--- config.mk ---
export PLATFORM = sky130hd
export DESIGN_NAME = pgpio
export DESIGN_NICKNAME = d
export VERILOG_FILES = /design/src/rtl/pgpio_pkg.sv /design/src/rtl/pgpio_isync.sv /design/src/rtl/pgpio.sv
export SDC_FILE = /design/constraint.sdc
export NUM_CORES = 1
export LEC_CHECK = 0
export CAP_MARGIN = 5
export CORE_ASPECT_RATIO = 2
export CORE_MARGIN = 8
export CORE_UTILIZATION = 40
export DETAILED_ROUTE_END_ITERATION = 6
export PLACE_DENSITY = 0.76
export SLEW_MARGIN = 20
export SYNTH_ARGS = -nofsm -noshare
export SYNTH_HDL_FRONTEND = slang
export SYNTH_HIERARCHICAL = 1
export SYNTH_SLANG_ARGS = --single-unit
--- constraint.sdc ---
create_clock -name sys_clk -period 3.9 [get_ports sys_clk]
set_input_delay 1.17 -clock sys_clk [delete_from_list [all_inputs] [get_ports sys_clk]]
set_output_delay 1.17 -clock sys_clk [all_outputs]
set_load 0.02 [all_outputs]
--- src/rtl/pgpio_pkg.sv ---
// Shared definitions for the pgpio GPIO controller: register map, emesh packet
// field positions and the packet struct used by the register port.
package pgpio_pkg;

  localparam logic [3:0] PGPIO_DIR     = 4'd0;
  localparam logic [3:0] PGPIO_OUT     = 4'd1;
  localparam logic [3:0] PGPIO_IN      = 4'd2;
  localparam logic [3:0] PGPIO_IMASK   = 4'd3;
  localparam logic [3:0] PGPIO_ITYPE   = 4'd4;
  localparam logic [3:0] PGPIO_IPOL    = 4'd5;
  localparam logic [3:0] PGPIO_ISTATUS = 4'd6;
  localparam logic [3:0] PGPIO_OUTSET  = 4'd7;
  localparam logic [3:0] PGPIO_OUTCLR  = 4'd8;
  localparam logic [3:0] PGPIO_OUTXOR  = 4'd9;

  localparam int PKT_WRITE_BIT    = 0;
  localparam int PKT_DATAMODE_LSB = 1;
  localparam int PKT_CTRLMODE_LSB = 3;
  localparam int PKT_DSTADDR_LSB  = 8;
  localparam int PKT_DATA_LSB     = 40;
  localparam int PKT_SRCADDR_LSB  = 72;

  localparam logic [1:0] PGPIO_DATAMODE_32 = 2'd2;

  // Field order is MSB first so the struct overlays the 104-bit packet directly.
  typedef struct packed {
    logic [31:0] srcaddr;
    logic [31:0] data;
    logic [31:0] dstaddr;
    logic [4:0]  ctrlmode;
    logic [1:0]  datamode;
    logic        write;
  } emesh_pkt_t;

endpackage

--- src/rtl/pgpio_isync.sv ---
// Multi-stage input synchroniser for the asynchronous GPIO pad inputs.
module pgpio_isync #(
  parameter int WIDTH  = 12,
  parameter int STAGES = 2
) (
  input  logic             clk,
  input  logic             rst_n,
  input  logic [WIDTH-1:0] d,
  output logic [WIDTH-1:0] q
);

  logic [WIDTH-1:0] sync_r [STAGES];

  // Shift pad values through the synchroniser chain
  always_ff @(posedge clk or negedge rst_n) begin
    if (!rst_n) begin
      for (int i = 0; i < STAGES; i++) begin
        sync_r[i] <= '0;
      end
    end else begin
      sync_r[0] <= d;
      for (int i = 1; i < STAGES; i++) begin
        sync_r[i] <= sync_r[i-1];
      end
    end
  end

  assign q = sync_r[STAGES-1];

endmodule

--- src/rtl/pgpio.sv ---
// GPIO controller on an emesh register port: direction/output registers, synchronised
// inputs and an edge/level interrupt compiled in only when PGPIO_IRQ_EN is defined.
module pgpio
  import pgpio_pkg::*;
#(
  parameter int          NGPIO       = 12,
  parameter int          PW          = 104,
  parameter logic [11:0] ID          = 12'h810,
  parameter int          SYNC_STAGES = 2
) (
  input  logic             sys_clk,
  input  logic             sys_nreset,
  input  logic             access_in,
  input  logic [PW-1:0]    packet_in,
  output logic             wait_out,
  output logic             access_out,
  output logic [PW-1:0]    packet_out,
  input  logic             wait_in,
  input  logic [NGPIO-1:0] gpio_in,
  output logic [NGPIO-1:0] gpio_out,
  output logic [NGPIO-1:0] gpio_dir,
  output logic             gpio_irq
);

  emesh_pkt_t       req_s;
  emesh_pkt_t       resp_s;
  emesh_pkt_t       resp_r;
  logic             access_r;
  logic             accept_s;
  logic             wr_s;
  logic             rd_s;
  logic [3:0]       sel_s;
  logic [NGPIO-1:0] wdata_s;
  logic [NGPIO-1:0] in_s;
  logic [NGPIO-1:0] dir_r;
  logic [NGPIO-1:0] out_r;
  logic [NGPIO-1:0] imask_s;
  logic [NGPIO-1:0] itype_s;
  logic [NGPIO-1:0] ipol_s;
  logic [NGPIO-1:0] istatus_s;
  logic             irq_s;
  logic [31:0]      rdata_s;
  logic             unused_s;

  assign req_s    = packet_in;
  assign wait_out = access_r & wait_in;
  assign accept_s = access_in & ~wait_out & (req_s.dstaddr[31:20] == ID);
  assign wr_s     = accept_s & req_s.write;
  assign rd_s     = accept_s & ~req_s.write;
  assign sel_s    = req_s.dstaddr[5:2];
  assign wdata_s  = req_s.data[NGPIO-1:0];

  // datamode and the unmapped address bits carry no meaning for this block
  assign unused_s = ^{req_s.datamode, req_s.data, req_s.dstaddr[19:6], req_s.dstaddr[1:0]};

  pgpio_isync #(
    .WIDTH  (NGPIO),
    .STAGES (SYNC_STAGES)
  ) u_isync (
    .clk   (sys_clk),
    .rst_n (sys_nreset),
    .d     (gpio_in),
    .q     (in_s)
  );

  // Direction and output registers, including the set/clear/toggle aliases
  always_ff @(posedge sys_clk or negedge sys_nreset) begin
    if (!sys_nreset) begin
      dir_r <= '0;
      out_r <= '0;
    end else if (wr_s) begin
      case (sel_s)
        PGPIO_DIR:    dir_r <= wdata_s;
        PGPIO_OUT:    out_r <= wdata_s;
        PGPIO_OUTSET: out_r <= out_r | wdata_s;
        PGPIO_OUTCLR: out_r <= out_r & ~wdata_s;
        PGPIO_OUTXOR: out_r <= out_r ^ wdata_s;
        default:      ;
      endcase
    end
  end

`ifdef PGPIO_IRQ_EN
  logic [NGPIO-1:0] imask_r;
  logic [NGPIO-1:0] itype_r;
  logic [NGPIO-1:0] ipol_r;
  logic [NGPIO-1:0] istatus_r;
  logic [NGPIO-1:0] prev_r;
  logic [NGPIO-1:0] hit_s;
  logic [NGPIO-1:0] w1c_s;
  logic             irq_r;

  assign hit_s = (itype_r & ((ipol_r & in_s & ~prev_r) | (~ipol_r & ~in_s & prev_r)))
               | (~itype_r & ~(in_s ^ ipol_r));
  assign w1c_s = (wr_s && (sel_s == PGPIO_ISTATUS)) ? wdata_s : '0;

  // Interrupt configuration, sticky status (new events beat W1C) and the irq flop
  always_ff @(posedge sys_clk or negedge sys_nreset) begin
    if (!sys_nreset) begin
      imask_r   <= '0;
      itype_r   <= '0;
      ipol_r    <= '0;
      istatus_r <= '0;
      prev_r    <= '0;
      irq_r     <= 1'b0;
    end else begin
      prev_r    <= in_s;
      istatus_r <= (istatus_r & ~w1c_s) | hit_s;
      irq_r     <= |(istatus_r & imask_r);
      if (wr_s) begin
        case (sel_s)
          PGPIO_IMASK: imask_r <= wdata_s;
          PGPIO_ITYPE: itype_r <= wdata_s;
          PGPIO_IPOL:  ipol_r  <= wdata_s;
          default:     ;
        endcase
      end
    end
  end

  assign imask_s   = imask_r;
  assign itype_s   = itype_r;
  assign ipol_s    = ipol_r;
  assign istatus_s = istatus_r;
  assign irq_s     = irq_r;
`else
  assign imask_s   = '0;
  assign itype_s   = '0;
  assign ipol_s    = '0;
  assign istatus_s = '0;
  assign irq_s     = 1'b0;
`endif

  // Register read mux; write-only aliases and unmapped slots read zero
  always_comb begin
    rdata_s = 32'd0;
    case (sel_s)
      PGPIO_DIR:     rdata_s[NGPIO-1:0] = dir_r;
      PGPIO_OUT:     rdata_s[NGPIO-1:0] = out_r;
      PGPIO_IN:      rdata_s[NGPIO-1:0] = in_s;
      PGPIO_IMASK:   rdata_s[NGPIO-1:0] = imask_s;
      PGPIO_ITYPE:   rdata_s[NGPIO-1:0] = itype_s;
      PGPIO_IPOL:    rdata_s[NGPIO-1:0] = ipol_s;
      PGPIO_ISTATUS: rdata_s[NGPIO-1:0] = istatus_s;
      default:       rdata_s = 32'd0;
    endcase
  end

  // Response packet swaps source and destination so it routes back to the requester
  always_comb begin
    resp_s          = '0;
    resp_s.write    = 1'b1;
    resp_s.datamode = PGPIO_DATAMODE_32;
    resp_s.ctrlmode = req_s.ctrlmode;
    resp_s.dstaddr  = req_s.srcaddr;
    resp_s.data     = rdata_s;
    resp_s.srcaddr  = req_s.dstaddr;
  end

  // Read-response register, held while the consumer stalls
  always_ff @(posedge sys_clk or negedge sys_nreset) begin
    if (!sys_nreset) begin
      access_r <= 1'b0;
      resp_r   <= '0;
    end else if (rd_s) begin
      access_r <= 1'b1;
      resp_r   <= resp_s;
    end else if (!wait_in) begin
      access_r <= 1'b0;
    end
  end

  assign access_out = access_r;
  assign packet_out = resp_r;
  assign gpio_out   = out_r;
  assign gpio_dir   = dir_r;
  assign gpio_irq   = irq_s;

endmodule

---- Word level (Yosys, flattened, before mapping) ----
Cells that the tools add are included.
word-level totals
  output and inout port bits .............. 131
  bits in registers ....................... 131
  logic and storage cells ................. 36
cells by class
  eq/ne operators ......................... 7
  reductions and logical operators ........ 4
  bitwise gates (word level) .............. 11
  multiplexer cells ....................... 4
operator list
  kind                    number
  $pmux W12 S4            1
  $pmux W12 S3            1
  $and A12 B12 Y12        1
  $eq A12 B12 Y1 const B  1
  $not A12 Y12            1
  $or A12 B12 Y12         1
  $xor A12 B12 Y12        1
  $eq A4 B4 Y1 const B    2
  $and A1 B1 Y1           5
  $eq A4 B1 Y1 const B    1
  $eq A4 B2 Y1 const B    1
  $eq A4 B3 Y1 const B    1
  $logic_not A4 Y1        1
  $reduce_and A2 Y1       2
  $reduce_bool A4 Y1      1
  $mux W1                 2
  $ne A2 B1 Y1 const B    1
  $not A1 Y1              2

---- Longest topological paths before layout ----
Gate-level depths: netlist of run 1.
  depth in word-level cells ............... 6
  mapped depth ............................ 6
  mapped depth without buffers ............ 6

---- Hierarchy ----
Netlist of run 1, hierarchy kept.
modules (own cells, without submodules)
  module       cells an instance  sequential area each (µm²)  area each (µm²)  instances
  pgpio        401                2677.6                      5190.0           1
  pgpio_isync  36                 600.6                       690.7            1

---- Worst setup path after synthesis of run 1 ----
No wires, ideal clock.
  path type ............................... input to register
  start point ............................. input port packet_in[11]
  end point ............................... register dir_r[0] (netlist: gpio_dir[0])
  library setup time ...................... 125 ps
  setup slack ............................. 1241 ps
  path buffers ............................ 2
  data arrival time ....................... 2534 ps
  data required time ...................... 3775 ps
  stages on the path ...................... 5
  path through ............................ buf_6 or4_4 nor3_4 buf_12 mux2_4
between the ends
  longest elaborated chain between the ends .. 2
ends and longest elaborated chain
  element                             line         source
  start, declared                     pgpio.sv:14  input logic [PW-1:0] packet_in,
  $logic_not A4 Y1                    pgpio.sv:72  case (sel_s)
  $reduce_and A2 Y1 (no source line)  n/a
  end signal, assigned                pgpio.sv:73  PGPIO_DIR: dir_r <= wdata_s;
  end, declared                       pgpio.sv:35  logic [NGPIO-1:0] dir_r;
No other way between the ends.
A chain may end at the register's enable or synchronous reset.

---- Worst setup path after layout of run 1 ----
  start point ............................. input port wait_in
  end point ............................... output port wait_out
between the ends
  longest elaborated chain between the ends .. 1
ends and longest elaborated chain
  element          line         source
  start, declared  pgpio.sv:18  input logic wait_in,
  $and A1 B1 Y1    pgpio.sv:46  assign wait_out = access_r & wait_in;
  end, declared    pgpio.sv:15  output logic wait_out,
No other way between the ends.

==> reports/summary.txt, run 1 <==
Outcome - completed
Count of nets after finishing - 784
Min-Delay Path Class - flip-flop to flip-flop
Clock buffer depth - 2
Post-synthesis simple-gate area fraction - 0.0402
FP Rows - 62
Sequential Area - 3280 um2
Main combinational cell family by area after synthesis - multiplexers
Fill count - 1172
Grt ovf - 0
Core box area - 14400 um2
Hold WS - 0.348 ns
Worst Setup End Kind - output port
Critical path class - input port to output port
First-pass GRT wire length - 25.6 mm
CTS tree - yes
Routability-driven placement congestion ratio - 0.791
Slew @ Worst Pin - 0.689 ns
Routed Wire Length - 16.4 mm
Via density - 4.90
Hold_buf cts - 0
Initial DRT Pass Iterations - 4
Die span in y - 187 um
Largest net degree at the start of global routing - 72
Endpoints failing setup - 0
Fraction of layout cells with a size suffix above 1 - 0.213
Worst reg2reg path depth - 5
Synth Register Bits - 131
Reg clk slew, reported paths - 0.06 ns
Hold_sp - u_isync/sync_r[23]
Hold depth - 0
Register area share after synthesis - 0.557
Synth top area cells - dfrtp_1, mux2_2, buf_4
IO Pins - 251
Cells after synthesis - 437
CP required - 2.73 ns
Maximum vdd drop - 0.000325 V
Flop2flop setup slack - 1.88 ns
Vias in the first global route - 4693
TNS Setup - 0 ns
PD cells - 365 nW/um2
PostCTS Resize Cnt - 0
Critical Path Source Type - input port
Count of antenna-violating nets left after detailed routing - 0
YS warnings - 6
Setup WS post-layout - 0.324 ns
DRC viols - 0
Setup Slack @ Placement - 0.277 ns
Routed via count - 4146
Mean post-synth cell area - 13.5 um2
Synthesized area - 5880 um2
Initial Util - 0.410
Post-synthesis xor/xnor area fraction - 0
Worst Skew - 0.00878 ns
Slew HR - 0.539
CTS sink count - 131
Total die area - 19100 um2
Post-synth EDFFs - 0
DIE WIDTH - 102 um
Cts bufs inserted - 17
GRT Total Usage - 0.175
Final-report hold violation count - 0
Worst path arrival time - 2.41 ns
Detailed Place HPWL - 12.3 mm
CTS H-tree lvls - 4
Multi-input logic area - 2210 um2
Port buffer count - 206
Top FF cell, synth - dfrtp_1
Layout area overhead - 45.7%
Slew Limit Fails - 0
Worst-path maximum fanout - 4
Post-Synth Adder-Cell Area - 0.0511
Clock tree root driver cell - clkbuf_16
Compound-Gate Fraction of Synth Area - 0.0640
Max-cap violations - 0
RSZ-0062 raised after global routing - no
Reg-to-Reg Start - access_out
Post-synthesis cell type count - 36
WL/cell - 19.3 um
Worst skew pair latency - 0.40 ns
Fin crit share - 0.917
Fin crit period - 3.58 ns
Max Fclk - 0.280 GHz
First DRT Iteration DRCs - 142
Asr flop ratio synth - 1.00
Antenna violations before repair - 2
Hold EP - u_isync/q[11]
Synth area leader - dfrtp_1
Reg-to-reg endpoint - packet_out[38]
Synth top area share - 0.557
Static leakage - 3.98 nW
Postcts setup bufs - 0
Multiplexer share of the synthesized area - 0.202
layout by cell type (no fill, tap or decap), drive strengths merged, types with 3 or more instances in the layout:
master | netlist | layout
mux2i | 24 | 24
o22ai | 12 | 12
clkbuf | 9 | 17
inv | 25 | 26
or2 | 3 | 3
mux2 | 81 | 81
nor2b | 10 | 10
a22oi | 12 | 12
nand4b | 4 | 4
dfrtp | 131 | 131
ha | 24 | 24
buf | 47 | 14
a21oi | 12 | 12
o21ai | 26 | 26
clkinv | 0 | 9
clkdlybuf4s50 | 0 | 205
conb | 1 | 22
nor2 | 3 | 3
final cells by class:
cell class	instances	area share
Antenna cell	2	0.000584
Tap cell	192	0.0280
Timing Repair Buffer	219	0.254
Clock buffer	17	0.0497
Multi-Input combinational cell	246	0.258
Sequential cell	131	0.383
Clock inverter	14	0.0164
Inverter	25	0.0110
Yosys cell counts, types with 9 or more instances:
master    count
dfrtp_1     131
mux2_2       71
buf_4        42
inv_1        25
ha_1         24
mux2i_1      24
o21ai_0      16
a21oi_1      12
a22oi_1      12
o22ai_1      12
mux2_4       10
nor2b_1      10
o21ai_1      10
clkbuf_1      9
registers in the layout (all words and copies together), names as in the netlist:
| name | count |
|---|---|
| u_isync/q | 12 |
| packet_out | 82 |
| access_out | 1 |
| gpio_out | 12 |
| gpio_dir | 12 |
| u_isync/sync_r | 12 |
logic make-up (layout without fill, tap and decap cells):
kind of cell	after synthesis	in the layout
buf+inv	81	275
compound gates	64	64
flops	131	131
fa+ha+maj	24	24
other cells	1	24
simple gates	31	31
mux	105	105
routing by layer:
layer	GRT usage	vias up	routed length (um)
met5	0	-	0
met2	0.306	179	8770
met1	0.173	2067	5620
met4	0.0878	0	389
li1	-	1878	-
met3	0.0652	22	1580
stage by stage:
stage / instances / utilization / cell area [um2] / power (W)
detailed placement: 813 / 0.557 / 8000 / 0.00164
CTS: 844 / 0.597 / 8560 / 0.00317
global route: 846 / 0.597 / 8570 / 0.00324
floorplan: 458 / - / 5960 / 0.00151
global placement: 813 / 0.557 / 8000 / 0.00163
finish: 846 / 0.597 / 8570 / 0.00313
worst max-delay path: stages:
cell	delay, ns
clkdlybuf4s50_1	0.45
nand2_1	0.11
inv_1	0.08
clkdlybuf4s50_1	0.60
worst max-delay path by stage:
| stage | from | slack, ns | cells past startpoint | end |
|---|---|---|---|---|
| 2_1_floorplan | packet_in[11] | 1.24 | 5 | gpio_dir[0] |
| 5_1_grt | wait_in | 0.26 | 4 | wait_out |
| 4_1_cts | wait_in | 0.31 | 4 | wait_out |
| 3_5_place_dp | packet_in[28] | 0.28 | 6 | packet_out[38] |
| 6_report | wait_in | 0.32 | 4 | wait_out |
| 3_3_place_gp | wait_in | 0.32 | 4 | wait_out |
where the power goes:
part	switching, W	leakage [nW]	internal (W)	total, W
combinational	0.000110	1.99	0.000124	0.000234
sequential	0.00000440	1.71	0.00137	0.00138
clock	0.000584	0.278	0.000933	0.00152
total	0.000698	3.98	0.00243	0.00313
No activity file was read; power rests on OpenSTA's default activity.
==> inputs of run 2 (changes only) <==
--- a/config.mk
+++ b/config.mk
@@ -7,7 +7,7 @@
 export LEC_CHECK = 0
 export CAP_MARGIN = 5
 export CORE_ASPECT_RATIO = 2
-export CORE_MARGIN = 8
+export CORE_MARGIN = 2
 export CORE_UTILIZATION = 40
 export DETAILED_ROUTE_END_ITERATION = 6
 export PLACE_DENSITY = 0.76
==> constraint.sdc (replaced) <==
create_clock -name sys_clk -period 3.85 [get_ports sys_clk]
set_input_delay 1.155 -clock sys_clk [delete_from_list [all_inputs] [get_ports sys_clk]]
set_output_delay 1.155 -clock sys_clk [all_outputs]
set_load 0.02 [all_outputs]
==> reports/summary.txt, run 2 (synthesis gave the netlist of run 1 again) <==
Outcome - completed
Final non-filler cell area - 8580 um2
Core box area - 14400 um2
Via density - 4.89
Count of nets after finishing - 785
Worst reg2reg path depth - 5
DRC viols - 0
Fraction of layout cells with a size suffix above 1 - 0.214
WL/cell - 17.7 um
Slew HR - 0.603
Worst skew pair latency - 0.41 ns
Flop2flop setup slack - 1.96 ns
PostCTS Resize Cnt - 0
Critical Path Source Type - input port
DIE WIDTH - 89.7 um
Fin crit period - 3.55 ns
Port buffer count - 206
Routability-driven placement congestion ratio - 0.809
Crit path from - wait_in
Worst Setup End Kind - output port
GRT Total Usage - 0.195
Largest register FFs - 82
Endpoints failing setup - 0
Detailed Place HPWL - 11.0 mm
Total die area - 15700 um2
CTS H-tree lvls - 4
Routed via count - 4140
Antenna violations before repair - 0
Ant. Diodes - 0
First DRT Iteration DRCs - 169
FP Rows - 62
CP required - 2.69 ns
Cts bufs inserted - 17
Fin crit share - 0.921
First-pass GRT wire length - 24.2 mm
Hold depth - 0
Routed Wire Length - 15.0 mm
Worst path arrival time - 2.39 ns
Hold_sp - u_isync/sync_r[12]
Worst Skew - 0.00713 ns
Postcts setup bufs - 0
Vias in the first global route - 4647
TNS Setup - 0 ns
Worst-path maximum fanout - 4
Reg-to-Reg Start - access_out
Layout area overhead - 45.9%
Clock tree root driver cell - clkbuf_16
Final-report hold violation count - 0
Count of antenna-violating nets left after detailed routing - 0
Hold_buf cts - 0
Hold EP - u_isync/q[0]
Most frequent cells in the layout - clkdlybuf4s50_1, dfrtp_1, mux2_2, inv_1
CTS sink count - 131
Max Fclk - 0.282 GHz
Clock buffer depth - 2
Largest net degree at the start of global routing - 107
Die span in y - 175 um
Initial Util - 0.410
Max-cap violations - 0
Min-Delay Path Class - flip-flop to flip-flop
Grt ovf - 0
PD cells - 368 nW/um2
Slew @ Worst Pin - 0.593 ns
RSZ-0062 raised after global routing - no
CTS tree - yes
Reg-to-reg endpoint - packet_out[86]
Reg clk slew, reported paths - 0.06 ns
Critical path class - input port to output port
Initial DRT Pass Iterations - 4
Static leakage - 3.99 nW
Hold WS - 0.339 ns
Most common cell after layout, fill and taps aside - clkdlybuf4s50_1
IO Pins - 251
Slew Limit Fails - 0
Area post-placement - 7990 um2
Maximum vdd drop - 0.000298 V
==> run 2: cell count changes in the layout (fill, tap and decap cells not counted) <==
cell / before / now
diode_2: 2 / 0
buf_16: 0 / 1
a211oi_4: 1 / 0
clkbuf_1: 0 / 1
clkinvlp_4: 2 / 3
clkbuf_8: 0 / 2
a211oi_2: 0 / 1
bufinv_16: 2 / 1
clkinv_2: 6 / 4
==> run 2: worst max-delay path by stage <==
stage | to | slack (ns) | cells past startpoint
2_1_floorplan | gpio_dir[0] | 1.21 | 5
3_3_place_gp | wait_out | 0.30 | 4
3_5_place_dp | wait_out | 0.30 | 4
4_1_cts | wait_out | 0.29 | 4
5_1_grt | wait_out | 0.24 | 4
6_report | wait_out | 0.30 | 4
==> run 2: final cells by class <==
type / count / area [um2]
Multi-Input combinational cell: 246 / 2200
Clock buffer: 20 / 457
Fill cell: 1157 / 5770
Sequential cell: 131 / 3280
Inverter: 25 / 93.8
Clock inverter: 12 / 108
Tap cell: 192 / 240
Timing Repair Buffer: 220 / 2200
==> run 2: worst max-delay path: stages <==
cell and delay [ns]:
clkdlybuf4s50_1 0.46, nand2_1 0.11, inv_1 0.07, clkdlybuf4s50_1 0.59
==> run 2: where the power goes <==
part           switching [W]  internal, W
Clock               0.000602     0.000922
Sequential        0.00000417      0.00139
Combinational       0.000111     0.000128
Total               0.000717      0.00244
==> run 2: per-stage QoR <==
| stage | worst slack (ns) | power, W | utilization | instances |
|---|---|---|---|---|
| 4_1_cts | 0.293 | 0.00320 | 0.596 | 845 |
| 5_1_grt | 0.241 | 0.00329 | 0.598 | 846 |
| 2_1_floorplan | 1.21 | 0.00153 | - | 458 |
| 6_report | 0.304 | 0.00316 | 0.598 | 846 |
| 3_3_place_gp | 0.300 | 0.00165 | 0.557 | 813 |
| 3_5_place_dp | 0.301 | 0.00166 | 0.557 | 813 |
==> run 2: per-layer routing <==
layer / GRT usage / vias up / share of wire
li1: - / 1871 / -
met1: 0.192 / 2073 / 0.34
met2: 0.372 / 169 / 0.57
met3: 0.0592 / 27 / 0.065
met4: 0.0865 / 0 / 0.027
met5: 0 / - / 0
==> inputs of run 3 (changes only) <==
--- a/config.mk
+++ b/config.mk
@@ -8,9 +8,9 @@
 export CAP_MARGIN = 5
 export CORE_ASPECT_RATIO = 2
 export CORE_MARGIN = 2
-export CORE_UTILIZATION = 40
+export CORE_UTILIZATION = 39
 export DETAILED_ROUTE_END_ITERATION = 6
-export PLACE_DENSITY = 0.76
+export PLACE_DENSITY = 0.78
 export SLEW_MARGIN = 20
 export SYNTH_ARGS = -nofsm -noshare
 export SYNTH_HDL_FRONTEND = slang
==> constraint.sdc (replaced) <==
create_clock -name sys_clk -period 3.2 [get_ports sys_clk]
set_input_delay 0.96 -clock sys_clk [delete_from_list [all_inputs] [get_ports sys_clk]]
set_output_delay 0.96 -clock sys_clk [all_outputs]
set_load 0.02 [all_outputs]
==> reports/summary.txt, run 3 (synthesis gave the netlist of run 1 again) <==
Worst Setup End Kind - output port
RSZ-0062 raised after global routing - no
Initial DRT Pass Iterations - 4
Routed via count - 4199
Setup WS post-layout - 0.115 ns
Largest net degree at the start of global routing - 59
Endpoints failing setup - 0
WL/cell - 18.2 um
Slew HR - 0.622
Fin crit period - 3.08 ns
Multi-input logic area - 2210 um2
Outcome - completed
Worst path arrival time - 2.12 ns
Maximum vdd drop - 0.000383 V
Postcts setup bufs - 0
Hold_buf cts - 0
Setup Slack @ Placement - 0.121 ns
Sequential Area - 3280 um2
Layout area overhead - 48.1%
Clock tree root driver cell - clkbuf_16
CTS sink count - 131
Port buffer count - 206
Fill count - 1232
Slew Limit Fails - 0
Most common cell after layout, fill and taps aside - clkdlybuf4s50_1
Grt ovf - 0
Largest register FFs - 82
Routed Wire Length - 15.5 mm
DIE WIDTH - 90.8 um
IO Pins - 251
Static leakage - 4.05 nW
Slew @ Worst Pin - 0.567 ns
Worst skew pair latency - 0.42 ns
FP Rows - 63
CTS tree - yes
Max-cap violations - 0
Fraction of layout cells with a size suffix above 1 - 0.223
Worst Skew - 0.00872 ns
Clock buffer depth - 2
Core box area - 14800 um2
Initial Util - 0.397
PostCTS Resize Cnt - 0
PD cells - 460 nW/um2
Worst-path maximum fanout - 2
Min-Delay Path Class - flip-flop to flip-flop
Routability-driven placement congestion ratio - 0.764
Detailed Place HPWL - 11.6 mm
Most frequent cells in the layout - clkdlybuf4s50_1, dfrtp_1, mux2_2, inv_1
First DRT Iteration DRCs - 137
Antenna violations before repair - 0
Reg clk slew, reported paths - 0.06 ns
Count of nets after finishing - 791
Via density - 4.91
DRC viols - 0
GRT Total Usage - 0.198
Area post-placement - 8090 um2
Vias in the first global route - 4665
Ant. Diodes - 0
Count of antenna-violating nets left after detailed routing - 0
Final non-filler cell area - 8710 um2
TNS Setup - 0 ns
CTS H-tree lvls - 4
Critical Path Source Type - input port
CP required - 2.24 ns
Cts bufs inserted - 17
Max Fclk - 0.324 GHz
Final-report hold violation count - 0
Total die area - 16100 um2
Die span in y - 178 um
Fin crit share - 0.964
Critical path class - input port to output port
Pwr Total - 0.00401 W
First-pass GRT wire length - 24.5 mm
==> run 3: metrics by stage <==
step	cells	hold slack, ns	util
floorplan	458	0.331	-
finish	855	0.346	0.588
global placement	823	0.334	0.546
CTS	855	0.349	0.588
detailed placement	823	0.335	0.546
global route	855	0.352	0.588
==> run 3: worst paths after layout <==
path | start | end | slack (ns) | cells after the start
hold / removal | u_isync/sync_r[17] | u_isync/q[5] | 0.35 | 0
setup reg to reg | access_out | packet_out[17] | 1.40 | 6
min in group asynchronous | sys_nreset | packet_out[87] | 0.42 | 1
hold reg to reg | u_isync/sync_r[17] | u_isync/q[5] | 0.35 | 0
max in group asynchronous | sys_nreset | packet_out[72] | 1.91 | 2
setup / recovery | wait_in | wait_out | 0.12 | 4
==> run 3: cell type report <==
class / count / share of cell area
sequential: 131 / 0.376
inverter: 25 / 0.0108
clock buffer: 17 / 0.0489
tap: 195 / 0.0280
clock inverter: 15 / 0.0223
timing repair buffer: 226 / 0.260
multi-input combinational: 246 / 0.254
==> run 3: power by group <==
group	switching, W	total [W]	internal (W)
Combinational	0.000136	0.000291	0.000155
Clock	0.000788	0.00204	0.00125
Sequential	0.00000534	0.00168	0.00167
==> run 3: per-layer routing <==
metal	track usage	part of all wire
met5	0	0
met4	0.102	0.035
met3	0.0637	0.064
met2	0.372	0.56
met1	0.189	0.34
==> run 3: critical path: stages <==
cell and delay (ns):
clkdlybuf4s50_1 0.46, nand2_1 0.06, inv_1 0.05, clkdlybuf4s50_1 0.59
